--- src/rtl/ysyx_22040237_lsu_pkg.sv ---
// ---------------------------------------------------------------------------
// ysyx_22040237_lsu_pkg
// Shared definitions for the load/store unit: bit positions inside the
// execute-stage LS info bus, FSM state encodings and the access-size code
// passed between the top module and the load-data extractor.
// ---------------------------------------------------------------------------
package ysyx_22040237_lsu_pkg;

  // Bit positions inside ls_info_bus_i.
  localparam int LS_LOAD  = 0;
  localparam int LS_STORE = 1;
  localparam int LS_USIGN = 2;
  localparam int LS_BYTE  = 3;
  localparam int LS_HALF  = 4;
  localparam int LS_WORD  = 5;
  localparam int LS_DW    = 6;

  typedef enum logic [1:0] {
    ST_IDLE = 2'd0,
    ST_REQ  = 2'd1,
    ST_RSP  = 2'd2,
    ST_DONE = 2'd3
  } lsu_state_e;

  // Access size as log2(bytes).
  typedef enum logic [1:0] {
    SZ_B = 2'd0,
    SZ_H = 2'd1,
    SZ_W = 2'd2,
    SZ_D = 2'd3
  } lsu_size_e;

endpackage

--- src/rtl/ysyx_22040237_lsu_ext.sv ---
// ---------------------------------------------------------------------------
// ysyx_22040237_lsu_ext
// Combinational load-data extraction: moves the addressed byte lane of a
// 64-bit memory word down to bit 0, truncates to the access size and sign-
// or zero-extends back to XLEN. Double-word accesses ignore usign.
// Ports:
//   rdata  in  XLEN  raw memory read data (aligned 8-byte line)
//   offset in  3     byte offset of the access within the line
//   size   in  2     access size code (lsu_size_e)
//   usign  in  1     1 = zero-extend, 0 = sign-extend
//   data   out XLEN  extended load result
// ---------------------------------------------------------------------------
module ysyx_22040237_lsu_ext
  import ysyx_22040237_lsu_pkg::*;
#(
  parameter int XLEN = 64
) (
  input  logic [XLEN-1:0] rdata,
  input  logic [2:0]      offset,
  input  logic [1:0]      size,
  input  logic            usign,
  output logic [XLEN-1:0] data
);

  logic [XLEN-1:0] shifted;

  // NOTE: every variable assigned in a combinational block gets a default
  // first, so no path through the case leaves it holding a stale value
  // (which would infer a latch).
  always_comb begin
    shifted = rdata >> {offset, 3'b000};
    data    = shifted;
    case (size)
      SZ_B: data = usign ? {{(XLEN-8){1'b0}}, shifted[7:0]}
                         : {{(XLEN-8){shifted[7]}}, shifted[7:0]};
      SZ_H: data = usign ? {{(XLEN-16){1'b0}}, shifted[15:0]}
                         : {{(XLEN-16){shifted[15]}}, shifted[15:0]};
      SZ_W: data = usign ? {{(XLEN-32){1'b0}}, shifted[31:0]}
                         : {{(XLEN-32){shifted[31]}}, shifted[31:0]};
      SZ_D: data = shifted;
    endcase
  end

endmodule

--- src/rtl/ysyx_22040237_lsu.sv ---
// ---------------------------------------------------------------------------
// ysyx_22040237_lsu
// Multi-cycle load/store unit. Takes a load/store from execute, issues one
// valid/ready request on a 64-bit data-memory port, waits for the response
// and returns extended load data with the destination register. Illegal or
// misaligned accesses skip memory and complete with a one-cycle err_o.
// Ports:
//   clk, rst                     core clock, synchronous active-high reset
//   ls_valid_i, ls_info_bus_i    request qualifier and {dw,word,half,byte,
//                                usign,store,load}
//   addr_i, wdata_i              effective address, right-aligned store data
//   rd_wr_en_i, rd_idx_i         destination passthrough
//   stall_o                      hold fetch/decode/execute
//   wb_valid_o, err_o            one-cycle completion / error pulses
//   rd_wr_en_o, rd_idx_o         registered destination
//   wb_data_o                    extended load data (0 for stores)
//   mem_req_*                    request: valid/ready, we, line address,
//                                lane-shifted wdata, byte strobes
//   mem_rsp_valid_i/rdata_i      response (also acknowledges writes)
// ---------------------------------------------------------------------------
module ysyx_22040237_lsu
  import ysyx_22040237_lsu_pkg::*;
#(
  parameter int XLEN = 64
) (
  input  logic            clk,
  input  logic            rst,
  input  logic            ls_valid_i,
  input  logic [6:0]      ls_info_bus_i,
  input  logic [XLEN-1:0] addr_i,
  input  logic [XLEN-1:0] wdata_i,
  input  logic            rd_wr_en_i,
  input  logic [4:0]      rd_idx_i,
  output logic            stall_o,
  output logic            wb_valid_o,
  output logic            rd_wr_en_o,
  output logic [4:0]      rd_idx_o,
  output logic [XLEN-1:0] wb_data_o,
  output logic            err_o,
  output logic            mem_req_valid_o,
  input  logic            mem_req_ready_i,
  output logic            mem_req_we_o,
  output logic [XLEN-1:0] mem_req_addr_o,
  output logic [XLEN-1:0] mem_req_wdata_o,
  output logic [7:0]      mem_req_wstrb_o,
  input  logic            mem_rsp_valid_i,
  input  logic [XLEN-1:0] mem_rsp_rdata_i
);

  lsu_state_e state;
  lsu_size_e  size_q;
  logic [2:0] offset_q;
  logic       usign_q;
  logic       rd_wr_en_q;

  // Request decode, only meaningful while IDLE.
  logic       is_load, is_store, start, size_ok, illegal, misaligned;
  lsu_size_e  size_d;
  logic [2:0] align_mask;
  logic [7:0] strb_base;

  always_comb begin
    is_load    = ls_info_bus_i[LS_LOAD];
    is_store   = ls_info_bus_i[LS_STORE];
    start      = ls_valid_i & (is_load | is_store);
    size_ok    = 1'b1;
    size_d     = SZ_B;
    align_mask = 3'b000;
    strb_base  = 8'h01;
    // The size field must be strictly one-hot.
    case (ls_info_bus_i[LS_DW:LS_BYTE])
      4'b0001: begin size_d = SZ_B; align_mask = 3'b000; strb_base = 8'h01; end
      4'b0010: begin size_d = SZ_H; align_mask = 3'b001; strb_base = 8'h03; end
      4'b0100: begin size_d = SZ_W; align_mask = 3'b011; strb_base = 8'h0F; end
      4'b1000: begin size_d = SZ_D; align_mask = 3'b111; strb_base = 8'hFF; end
      default: size_ok = 1'b0;
    endcase
    illegal    = ~size_ok | (is_load & is_store);
    misaligned = |(addr_i[2:0] & align_mask);
  end

  // DONE is excluded: the core holds the instruction through DONE and
  // advances on the following cycle when the writeback is consumed.
  assign stall_o = (state == ST_REQ) || (state == ST_RSP) ||
                   ((state == ST_IDLE) && start);

  logic [XLEN-1:0] ext_data;

  ysyx_22040237_lsu_ext #(.XLEN(XLEN)) u_ext (
    .rdata  (mem_rsp_rdata_i),
    .offset (offset_q),
    .size   (size_q),
    .usign  (usign_q),
    .data   (ext_data)
  );

  // NOTE: all state here uses non-blocking assignments so every register
  // sees the pre-edge value of every other, independent of statement order.
  always_ff @(posedge clk) begin
    if (rst) begin
      state           <= ST_IDLE;
      size_q          <= SZ_B;
      offset_q        <= 3'd0;
      usign_q         <= 1'b0;
      rd_wr_en_q      <= 1'b0;
      wb_valid_o      <= 1'b0;
      err_o           <= 1'b0;
      rd_wr_en_o      <= 1'b0;
      rd_idx_o        <= 5'd0;
      wb_data_o       <= '0;
      mem_req_valid_o <= 1'b0;
      mem_req_we_o    <= 1'b0;
      mem_req_addr_o  <= '0;
      mem_req_wdata_o <= '0;
      mem_req_wstrb_o <= 8'h00;
    end else begin
      case (state)
        ST_IDLE: begin
          if (start) begin
            rd_idx_o <= rd_idx_i;
            if (illegal || misaligned) begin
              wb_valid_o <= 1'b1;
              err_o      <= 1'b1;
              rd_wr_en_o <= 1'b0;
              wb_data_o  <= '0;
              state      <= ST_DONE;
            end else begin
              offset_q        <= addr_i[2:0];
              size_q          <= size_d;
              usign_q         <= ls_info_bus_i[LS_USIGN];
              rd_wr_en_q      <= rd_wr_en_i & is_load;
              mem_req_valid_o <= 1'b1;
              mem_req_we_o    <= is_store;
              mem_req_addr_o  <= {addr_i[XLEN-1:3], 3'b000};
              mem_req_wdata_o <= is_store ? (wdata_i << {addr_i[2:0], 3'b000}) : '0;
              mem_req_wstrb_o <= is_store ? (strb_base << addr_i[2:0]) : 8'h00;
              state           <= ST_REQ;
            end
          end
        end
        ST_REQ: begin
          if (mem_req_ready_i) begin
            mem_req_valid_o <= 1'b0;
            state           <= ST_RSP;
          end
        end
        ST_RSP: begin
          if (mem_rsp_valid_i) begin
            wb_valid_o <= 1'b1;
            rd_wr_en_o <= rd_wr_en_q;
            wb_data_o  <= mem_req_we_o ? '0 : ext_data;
            state      <= ST_DONE;
          end
        end
        ST_DONE: begin
          wb_valid_o <= 1'b0;
          err_o      <= 1'b0;
          rd_wr_en_o <= 1'b0;
          wb_data_o  <= '0;
          state      <= ST_IDLE;
        end
        default: state <= ST_IDLE;
      endcase
    end
  end

endmodule

--- config.mk ---
export PLATFORM = sky130hd
export DESIGN_NAME = ysyx_22040237_lsu
export DESIGN_NICKNAME = d
export VERILOG_FILES = /design/src/rtl/ysyx_22040237_lsu_pkg.sv /design/src/rtl/ysyx_22040237_lsu_ext.sv /design/src/rtl/ysyx_22040237_lsu.sv
export SDC_FILE = /design/constraint.sdc
export NUM_CORES = 1
export LEC_CHECK = 0
export CAP_MARGIN = 40
export CORE_AREA = 2 2 165 167
export CTS_CLUSTER_SIZE = 28
export DETAILED_ROUTE_END_ITERATION = 8
export DIE_AREA = 0 0 167 169
export PLACE_DENSITY = 0.78
export SYNTH_ARGS = -nofsm -noshare
export SYNTH_HDL_FRONTEND = slang
export SYNTH_SLANG_ARGS = --single-unit
--- constraint.sdc ---
create_clock -name clk -period 4.5 [get_ports clk]
set_clock_uncertainty 0.2 [all_clocks]
set_input_delay 0.45 -clock clk [delete_from_list [all_inputs] [get_ports clk]]
set_output_delay 0.45 -clock clk [all_outputs]
set_load 0.005 [all_outputs]
==> results of run 1 <==
==> kinds of logic (layout without fill, tap and decap cells) <==
logic type / count (synthesis) / in the layout / share of synthesized area
adder cells (fa/ha/maj): 4 / 4 / 0.00441
other: 1 / 6 / 0.000330
AO/OA/AOI/OAI: 353 / 353 / 0.217
XOR/XNOR: 3 / 3 / 0.00231
flip-flops: 216 / 216 / 0.381
AND/OR/NAND/NOR: 418 / 418 / 0.166
buffers and inverters: 133 / 499 / 0.0555
multiplexers: 149 / 149 / 0.174
==> metal layers <==
metal / vias to the layer above / global-route usage / share of wire
li1: 5318 / - / -
met1: 5523 / 0.351 / 0.38
met2: 636 / 0.483 / 0.47
met3: 132 / 0.0870 / 0.10
met4: 4 / 0.141 / 0.053
met5: - / 0 / 0.00048
==> synthesized netlist by cell type, drive strengths merged (10+ instances only) <==
| cell type | n |
|---|---|
| nor3 | 10 |
| mux2 | 24 |
| nor2 | 55 |
| a211oi | 22 |
| inv | 10 |
| nand2 | 245 |
| a2bb2oi | 14 |
| o211ai | 12 |
| nor2b | 22 |
| a22oi | 22 |
| mux2i | 89 |
| mux4 | 36 |
| clkbuf | 53 |
| a22o | 58 |
| nand3 | 35 |
| a21oi | 102 |
| buf | 70 |
| o22ai | 13 |
| o21ai | 38 |
| nand2b | 12 |
| dfxtp | 216 |
| o2bb2ai | 24 |
==> worst max-delay path by stage <==
stage,start,end,slack (ns),cells past startpoint
after floorplan,state[0]$_SDFFE_PP0P_,wb_data_o[13]$_SDFFE_PP0P_,2.26,8
after global placement,ls_info_bus_i[1],wb_data_o[12]$_SDFFE_PP0P_,0.97,7
after detailed placement,ls_info_bus_i[1],wb_data_o[10]$_SDFFE_PP0P_,0.87,7
after CTS,ls_info_bus_i[1],stall_o,0.97,5
after global routing,ls_info_bus_i[1],stall_o,0.79,5
final,ls_info_bus_i[1],stall_o,0.91,5
==> state kept, by name (all words and copies together) (netlist names), 2 cells and up <==
register	cells
offset_q	3
wb_data_o	64
mem_req_addr_o	61
mem_req_wstrb_o	8
mem_req_wdata_o	64
size_q	2
state	2
rd_idx_o	5
==> final cells by class <==
cell class	instances	area, um2
fill	2226	9940
multi-input combinational	930	6470
timing repair buffer	443	4380
sequential	216	4330
clock buffer	35	723
tap	341	427
clock inverter	11	193
inverter	10	37.5
antenna	3	7.51
==> power groups by stage <==
stage | Sequential [mW] | Clock (mW) | Combinational [mW]
2_1_floorplan | 2.14 | 0 | 0.578
3_3_place_gp | 2.15 | 0 | 1.19
5_1_grt | 2.12 | 2.39 | 1.30
6_report | 2.11 | 2.28 | 1.22
4_1_cts | 2.11 | 2.31 | 1.22
3_5_place_dp | 2.15 | 0 | 1.21
==> results by group, run 1 <==
Status
  • Status: finished, final reports clean

Clock tree
  • Number of gates given a new drive strength after cts: 0
  • Post-CTS repair timing setup buffer count: 0
  • Clock tree root driver cell: sky130_fd_sc_hd__clkbuf_16
  • Clock transition time at the flip-flop clock pins of the worst setup and hold paths: 0.06 ns
  • Clk_lat worst skew: 0.54 ns
  • Bufs on Longest Clock Path: 3
  • Clock sinks: 216
  • Deepest level of the CTS H-tree: 1
  • Total CTS buffers: 25
  • CTS tree: built
  • Hold-fix buffers at CTS: 0

Logic synthesis
  • Cell count after synthesis: 1,277
  • Sequential cell area fraction in the yosys report: 0.381
  • Synth Flop Type: sky130_fd_sc_hd__dfxtp_1
  • Warning count from the yosys run: 0
  • EDFF count, synth: 0
  • Avg Synthesized Cell Area: 8.90 um2
  • Number of register bits inferred by synthesis: 216
  • Share of Yosys cell area claimed by the top area cell type: 0.381
  • Cell type with the highest aggregate area in the netlist: sky130_fd_sc_hd__dfxtp_1
  • Leading post-synthesis cells by cell area: sky130_fd_sc_hd__dfxtp_1 38%, sky130_fd_sc_hd__nand2_1 8.1%, sky130_fd_sc_hd__mux2i_1 7.8%
  • Area of the mapped netlist: 0.0114 mm2
  • Count of distinct cell types in the synthesized netlist: 65
  • Proportion of register bits with asynchronous set or reset after synthesis: 0

Worst setup path
  • Total buffers and inverters traversed by the critical path: 3
  • Critical path cell sequence: clkdlybuf4s50_1 > buf_4 > o211ai_1 > nand2b_1 > clkdlybuf4s50_1
  • Crit Path Category: in2out
  • Most frequent CP cell: sky130_fd_sc_hd__clkdlybuf4s50_1
  • Capturing point of the worst reg2reg path: wb_data_o[61]$_SDFFE_PP0P_
  • Launching point of the worst reg2reg path: offset_q[1]$_SDFFE_PP0P_
  • Critical Path Slowest Stage Cell: sky130_fd_sc_hd__clkdlybuf4s50_1
  • Kind of end point of the critical path: output port
  • Largest fanout of any net on the critical path: 13
  • Kind of start point of the critical path: input pin
  • Arrival time worst endpoint: 2.94 ns
  • R2r setup slk: 1.27 ns
  • Required time at the endpoint of the critical path: 3.85 ns
  • Worst R2R Path Depth: 6
  • Delay contributed by the slowest stage of the critical path: 0.79 ns
  • CP delay by family, top: buffers and inverters

Pwr
  • Clock network power share: 0.407
  • Sequential group share of total power: 0.376
  • Max VDD drop: 0.282 mV
  • Sw Share: 0.274
  • Power density over cell area: 339 mW/mm2
  • Internal power contribution: 4.07 mW
  • P_sw: 1.54 mW
  • Share of total power in combinational logic: 0.218
  • Post-layout total power: 5.61 mW
  • Leakage component of the power: 5.82 nW

GRT
  • First-pass GRT wire length: 65.9 mm
  • Aggregate global routing overflow: 0
  • Maximum number of pins on one net before global-route repair: 80
  • Overall fraction of global-route tracks in use: 0.293
  • Via count of the first global-routing pass: 11.5k
  • Antenna violations before repair: 4

Placed design
  • IO buf count: 417
  • HPWL after DPL: 31.1 mm
  • Global placer's final weighted congestion: 0.902
  • Total placed cells including tap cells: 1,939
  • Setup Slack @ Placement: 0.871 ns
  • Area after detailed placement: 0.0156 mm2

Timing
  • Actual transition at the worst max-transition pin: 0.952 ns
  • RSZ-0062 raised after global routing: false
  • Max-Slew Margin vs Limit: 0.364
  • Smallest setup slack after layout: 0.907 ns
  • Pins Over Slew Limit: 0
  • Final hold slack: 0.162 ns
  • Timing-limited maximum frequency: 278 MHz
  • Final Setup Violations: 0
  • Final critical-path required period: 3.59 ns
  • Final Hold Violating Endpoints: 0
  • Sum Neg Setup Slack: 0 ns
  • Final Cycle Share: 0.798

Worst hold path
  • Hold WC Path Type: in2reg
  • Number of stages on the worst hold path: 2
  • Startpoint of the most critical hold path: addr_i[1]
  • Capture endpoint of the worst hold path: mem_req_wstrb_o[1]$_SDFFE_PP0P_

Finish
  • Commonest cells after routing, fill and taps aside: 414 x sky130_fd_sc_hd__clkdlybuf4s50_1, 245 x sky130_fd_sc_hd__nand2_1, 214 x sky130_fd_sc_hd__dfxtp_1, 101 x sky130_fd_sc_hd__a21oi_1, 89 x sky130_fd_sc_hd__mux2i_1
  • Final std cell area, no fill: 0.0166 mm2
  • P&R area growth vs syn: 45.8%
  • Ratio of cells with drive above 1 in the final layout: 0.100
  • Final net count: 1,840
  • Fin cells: 1,989
  • Post-route core utilization: 0.625
  • Most common library cell in the layout ignoring fill and taps: sky130_fd_sc_hd__clkdlybuf4s50_1

Die
  • Die footprint: 0.0282 mm2
  • Overall die width: 167 um
  • Y dimension of the die: 169 um
  • Area of the core: 0.0265 mm2
  • Number of cell rows: 60
  • Top Ports: 421
  • Initial standard-cell utilization of the core: 0.429

Drt
  • Routed via count divided by cell count: 5.84
  • Number of search-and-repair iterations in the first detailed-routing pass: 7
  • Count of vias placed by the detailed router: 11.6k
  • Routed WL: 43.3 mm
  • Residual DRC: 0
  • Drt first-iter violations: 1,154
  • Routed wirelength normalized by instance count: 21.8 um
  • Detail Route Antenna Nets: 0

Job
  • Count of max-cap constraint violations: 0
No activity file was read; power rests on OpenSTA's default activity.
==> run 2, diff against run 1 <==
Settings changed: CORE_AREA 2 2 165 167 to not set, CORE_ASPECT_RATIO set to 0.8, CORE_MARGIN set to 2, CORE_UTILIZATION set to 45, DIE_AREA 0 0 167 169 to not set, PLACE_DENSITY 0.78 to 0.81.
Clock period 4.5 ns to 3.65 ns, I/O delays scaled along.
==> results by group, run 2 (synthesis results as in run 1) <==
Timing
  • Timing-limited maximum frequency: 344 MHz
  • RSZ-0062 raised after global routing: false
  • Final critical-path required period: 2.91 ns
  • Final Setup Violations: 0 (unchanged)
  • Max-Slew Margin vs Limit: 0.427 (+0.0636)
  • Smallest setup slack after layout: 0.743 ns (-0.163 ns)
  • Pins Over Slew Limit: 0 (unchanged)
  • Final Cycle Share: 0.796
  • Final Hold Violating Endpoints: 0 (unchanged)
  • Final hold slack: 0.0113 ns (-0.150 ns)
  • Actual transition at the worst max-transition pin: 0.859 ns (-0.0931 ns)
  • Sum Neg Setup Slack: 0 ns (unchanged)

Drt
  • Routed via count divided by cell count: 5.88 (+0.69%)
  • Routed wirelength normalized by instance count: 21.2 um (-2.7%)
  • Detail Route Antenna Nets: 0 (unchanged)
  • Routed WL: 41.7 mm (-3.6%)
  • Drt first-iter violations: 1,046 (-9.4%)
  • Count of vias placed by the detailed router: 11.6k (-0.22%)
  • Number of search-and-repair iterations in the first detailed-routing pass: 5 (-2)
  • Residual DRC: 0 (unchanged)

GRT
  • First-pass GRT wire length: 63.7 mm (-3.3%)
  • Maximum number of pins on one net before global-route repair: 80 (unchanged)
  • Aggregate global routing overflow: 0 (unchanged)
  • Overall fraction of global-route tracks in use: 0.303 (+0.00984)
  • Via count of the first global-routing pass: 11.0k (-4.0%)
  • Antenna violations before repair: 2 (-2)

Worst setup path
  • Largest fanout of any net on the critical path: 9 (-4)
  • Required time at the endpoint of the critical path: 3.08 ns (-0.77 ns)
  • Critical path cell sequence: inv_1 > ha_1 > o211ai_1 > buf_4 > nand2b_1 > clkdlybuf4s50_1
  • Critical Path Slowest Stage Cell: sky130_fd_sc_hd__clkdlybuf4s50_1
  • Delay contributed by the slowest stage of the critical path: 0.56 ns (-0.23 ns)
  • Arrival time worst endpoint: 2.34 ns (-0.60 ns)
  • Crit Path Category: reg2out
  • Kind of start point of the critical path: flip-flop
  • Kind of end point of the critical path: output port

Finish
  • Ratio of cells with drive above 1 in the final layout: 0.105 (+0.00509)
  • Final net count: 1,847 (+0.38%)
  • Commonest cells after routing, fill and taps aside: 414 x sky130_fd_sc_hd__clkdlybuf4s50_1, 245 x sky130_fd_sc_hd__nand2_1, 214 x sky130_fd_sc_hd__dfxtp_1, 101 x sky130_fd_sc_hd__a21oi_1, 89 x sky130_fd_sc_hd__mux2i_1
  • P&R area growth vs syn: 45.6%
  • Most common library cell in the layout ignoring fill and taps: sky130_fd_sc_hd__clkdlybuf4s50_1
  • Largest registers: mem_req_wdata_o x64, wb_data_o x64, mem_req_addr_o x61
  • Fillcell total: 1,928 (-13%)

Placed design
  • IO buf count: 417 (unchanged)
  • HPWL after DPL: 30.6 mm (-1.7%)
  • Global placer's final weighted congestion: 0.939 (+4.0%)
  • Setup Slack @ Placement: 0.598 ns (-0.273 ns)

Die
  • Y dimension of the die: 146 um (-14%)
  • Number of cell rows: 51 (-15%)
  • Die footprint: 0.0265 mm2 (-6.0%)
  • Top Ports: 421 (unchanged)
  • Overall die width: 182 um (+8.8%)
  • Initial standard-cell utilization of the core: 0.462 (+0.0337)
  • Area of the core: 0.0246 mm2 (-7.3%)

Pwr
  • Post-layout total power: 6.77 mW (+21%)
  • Max VDD drop: 0.459 mV (+63%)
  • Leakage component of the power: 5.83 nW (+0.24%)
  • Power density over cell area: 409 mW/mm2 (+21%)

Clock tree
  • CTS tree: built
  • Hold-fix buffers at CTS: 0 (unchanged)
  • Post-CTS repair timing setup buffer count: 0 (unchanged)
  • Number of gates given a new drive strength after cts: 0 (unchanged)
  • Clock transition time at the flip-flop clock pins of the worst setup and hold paths: 0.06 ns (about the same)
  • Clk_lat worst skew: 0.52 ns (-0.02 ns)
  • Deepest level of the CTS H-tree: 1 (unchanged)
  • Total CTS buffers: 24 (-4.0%)
  • Clock tree root driver cell: sky130_fd_sc_hd__clkbuf_16
  • Bufs on Longest Clock Path: 3 (unchanged)
  • Clock sinks: 216 (unchanged)

Status
  • Status: finished, final reports clean

Job
  • Count of max-cap constraint violations: 0 (unchanged)

Worst hold path
  • Hold WC Path Type: in2reg
run 2: final cells by class:
cell class,count,area [um2],area share
inverters,10,37.5,0.00227
clock inverters,9,129,0.00779
flip-flops and latches,216,4330,0.262
multi-input cells,930,6470,0.391
diodes,2,5.00,0.000303
clock buffers,35,753,0.0455
well taps,318,398,0.0241
repair buffers,451,4420,0.267
run 2: routing by layer:
| layer | vias up | part of all wire | GRT usage |
|---|---|---|---|
| met1 | 5482 | 0.42 | 0.409 |
| met3 | 110 | 0.094 | 0.0681 |
| met2 | 645 | 0.44 | 0.467 |
| met4 | 0 | 0.048 | 0.132 |
| met5 | - | 0 | 0 |
| li1 | 5350 | - | - |
run 2: critical path, delay by kind of cell, from the launching register on:
family / cells / cell delay [ns]
buffers and inverters: 3 / 0.89
DFF: 1 / 0.33
and+or+nand+nor: 1 / 0.09
adders and majority gates: 1 / 0.37
AOI/OAI and AO/OA: 1 / 0.14
run 2: report_power, final:
part / internal [mW] / switching [mW] / leakage (nW)
clock network: 1.64 / 1.03 / 0.429
registers: 2.50 / 0.0970 / 1.75
logic: 0.781 / 0.719 / 3.66
total: 4.93 / 1.84 / 5.83
run 2: path summary, 6_finish.rpt:
check | from | endpoint | slack (ns) | cells past startpoint
hold reg to reg | wb_data_o[15]$_SDFFE_PP0P_ | wb_data_o[15]$_SDFFE_PP0P_ | 0.25 | 2
hold / removal | rst | wb_data_o[1]$_SDFFE_PP0P_ | 0.01 | 2
setup / recovery | state[0]$_SDFFE_PP0P_ | stall_o | 0.74 | 6
setup reg to reg | state[0]$_SDFFE_PP0P_ | wb_data_o[63]$_SDFFE_PP0P_ | 0.86 | 7
run 2: stage by stage:
step	instances	utilization	instance area, um2
final	1971	0.673	16500
after global routing	1971	0.673	16500
after CTS	1969	0.673	16500
after detailed placement	1925	0.637	15700
after global placement	1924	0.637	15600
after floorplan	1279	-	11400
==> run 3, diff against run 2 <==
Clock period 3.65 ns to 2.9 ns, I/O delays scaled along.
==> results by group, run 3 (synthesis results as in run 1) <==
Pwr
  • Internal power contribution: 6.24 mW (+27%)
  • Max VDD drop: 0.456 mV (-0.68%)
  • Clock network power share: 0.389 (-0.005)
  • Leakage component of the power: 5.96 nW (+2.3%)
  • P_sw: 2.36 mW (+28%)
  • Sw Share: 0.275 (+0.00252)
  • Power density over cell area: 511 mW/mm2 (+25%)
  • Share of total power in combinational logic: 0.231 (+0.009)
  • Sequential group share of total power: 0.380 (-0.004)

Clock tree
  • Deepest level of the CTS H-tree: 1 (unchanged)
  • Clock tree root driver cell: sky130_fd_sc_hd__clkbuf_16
  • Clock sinks: 216 (unchanged)
  • CTS tree: built
  • Clk_lat worst skew: 0.52 ns (about the same)
  • Clock transition time at the flip-flop clock pins of the worst setup and hold paths: 0.07 ns (about the same)
  • Number of gates given a new drive strength after cts: 0 (unchanged)
  • Total CTS buffers: 24 (unchanged)
  • Bufs on Longest Clock Path: 3 (unchanged)

Timing
  • Smallest setup slack after layout: 0.161 ns (-0.582 ns)
  • Max-Slew Margin vs Limit: 0.469 (+0.0419)
  • Final Cycle Share: 0.944
  • Final Setup Violations: 0 (unchanged)
  • Pins Over Slew Limit: 0 (unchanged)
  • Timing-limited maximum frequency: 365 MHz
  • Sum Neg Setup Slack: 0 ns (unchanged)
  • Actual transition at the worst max-transition pin: 0.796 ns (-0.0629 ns)
  • Final Hold Violating Endpoints: 0 (unchanged)
  • RSZ-0062 raised after global routing: false
  • Final critical-path required period: 2.74 ns

Die
  • Area of the core: 0.0246 mm2 (unchanged)
  • Initial standard-cell utilization of the core: 0.462 (unchanged)
  • Top Ports: 421 (unchanged)
  • Number of cell rows: 51 (unchanged)
  • Die footprint: 0.0265 mm2 (unchanged)
  • Y dimension of the die: 146 um (unchanged)
  • Overall die width: 182 um (unchanged)

Worst setup path
  • Arrival time worst endpoint: 2.25 ns (-0.09 ns)
  • Critical path cell sequence: inv_1 > ha_1 > o211ai_1 > nand2b_1 > clkdlybuf4s50_1
  • Kind of start point of the critical path: flip-flop
  • Crit Path Category: reg2out
  • Largest fanout of any net on the critical path: 9 (unchanged)
  • Critical Path Slowest Stage Cell: sky130_fd_sc_hd__clkdlybuf4s50_1
  • Delay contributed by the slowest stage of the critical path: 0.59 ns (+0.03 ns)
  • Required time at the endpoint of the critical path: 2.41 ns (-0.67 ns)
  • CP delay by family, top: buffers and inverters
  • Total buffers and inverters traversed by the critical path: 2 (-1)
  • Kind of end point of the critical path: output port

Finish
  • Multi-input combinational cell area: 0.00647 mm2 (unchanged)
  • Ratio of cells with drive above 1 in the final layout: 0.113 (+0.00758)
  • Final net count: 1,869 (+1.2%)
  • P&R area growth vs syn: 48.1%
  • Most common library cell in the layout ignoring fill and taps: sky130_fd_sc_hd__clkdlybuf4s50_1
  • Fillcell total: 1,903 (-1.3%)
  • Post-route core utilization: 0.685 (+0.0116)
  • Commonest cells after routing, fill and taps aside: 414 x sky130_fd_sc_hd__clkdlybuf4s50_1, 245 x sky130_fd_sc_hd__nand2_1, 214 x sky130_fd_sc_hd__dfxtp_1, 101 x sky130_fd_sc_hd__a21oi_1, 89 x sky130_fd_sc_hd__mux2i_1
  • Largest registers: mem_req_wdata_o x64, wb_data_o x64, mem_req_addr_o x61
  • Area taken by flip-flops and latches: 0.00433 mm2 (unchanged)
  • Final std cell area, no fill: 0.0168 mm2 (+1.7%)

Status
  • Status: finished, final reports clean

Job
  • Count of max-cap constraint violations: 0 (unchanged)

Drt
  • Met2 Wirelength: 19.0 mm (+3.2%)
  • Routed wirelength normalized by instance count: 21.3 um (+0.72%)
  • Residual DRC: 0 (unchanged)
  • Routed WL: 42.5 mm (+1.9%)
  • Number of search-and-repair iterations in the first detailed-routing pass: 6 (+1)
  • Met3 wire len: 4.34 mm (+10%)
  • Drt first-iter violations: 1,051 (+0.48%)
  • DR top layer: met4
  • DRT met1 WL: 16.9 mm (-2.6%)
  • Detail Route Antenna Nets: 0 (unchanged)
  • Routed via count divided by cell count: 5.90 (+0.38%)
  • Count of vias placed by the detailed router: 11.8k (+1.6%)

Placed design
  • Setup Slack @ Placement: 0.0529 ns (-0.545 ns)
  • HPWL after DPL: 30.9 mm (+0.85%)
  • Area after detailed placement: 0.0159 mm2 (+1.8%)
  • IO buf count: 417 (unchanged)
  • Global placer's final weighted congestion: 0.939 (about the same)

GRT
  • Overall fraction of global-route tracks in use: 0.308 (+0.00538)
  • Aggregate global routing overflow: 0 (unchanged)
  • Antenna violations before repair: 3 (+1)
  • Maximum number of pins on one net before global-route repair: 75 (-6.3%)
  • Via count of the first global-routing pass: 11.6k (+5.4%)
  • First-pass GRT wire length: 65.3 mm (+2.4%)

Worst hold path
  • Hold WC Path Type: in2reg
## run 3: changes by cell type in the layout (fill, tap and decap cells not counted), sizes merged
cell and change:
buf +20, clkbuf -3, bufinv +2, clkinv +2, dlygate4sd3 +2, clkinvlp -1
diode +1
## run 3: repair_timing
action,in CTS,in global routing
hold buffers,2,0
buffers inserted,0,0
endpoints found under the hold margin,4,0
## run 3: tightest hold or removal path: cells and delay by family
kind / cells / cell delay [ns]
AND/OR/NAND/NOR: 1 / 0.05
AO/OA/AOI/OAI: 1 / 0.05
buffers and inverters: 1 / 0.39
## run 3: power by group through the flow
stage	Clock [mW]	Sequential, mW	Combinational [mW]
after CTS	3.38	3.27	1.97
after global placement	0	3.32	1.90
after global routing	3.50	3.29	2.12
final	3.35	3.27	1.99
after floorplan	0	3.32	0.898
after detailed placement	0	3.33	1.95
## run 3: final cells by class
| type | count | area share |
|---|---|---|
| tap | 318 | 0.0236 |
| antenna | 3 | 0.000446 |
| multi-input combinational | 930 | 0.385 |
| sequential | 216 | 0.257 |
| clock buffer | 32 | 0.0393 |
| inverter | 10 | 0.00223 |
| clock inverter | 12 | 0.0115 |
| timing repair buffer | 473 | 0.281 |
## run 3: worst paths after layout
path                                   startpoint                              end  slack (ns)  depth (start not counted)
hold reg to reg   mem_req_addr_o[63]$_SDFFE_PP0P_  mem_req_addr_o[63]$_SDFFE_PP0P_        0.25                          2
setup reg to reg            state[0]$_SDFFE_PP0P_       wb_data_o[57]$_SDFFE_PP0P_        0.20                          8
setup / recovery            state[0]$_SDFFE_PP0P_                          stall_o        0.16                          5
hold / removal                   ls_info_bus_i[2]             usign_q$_SDFFE_PP0P_        0.12                          3
## run 3: per-stage QoR
step / power [mW] / hold slack [ns] / std cells
after CTS: 8.62 / 0.102 / 1991
after floorplan: 4.22 / 0.197 / 1279
final: 8.60 / 0.122 / 1994
after global placement: 5.22 / 0.238 / 1945
after detailed placement: 5.28 / 0.245 / 1945
after global routing: 8.91 / 0.118 / 1994
## run 3: metal layers
metal,vias up,track usage
li1,5384,-
met1,5557,0.399
met2,687,0.476
met3,139,0.0856
met4,0,0.151
met5,-,0
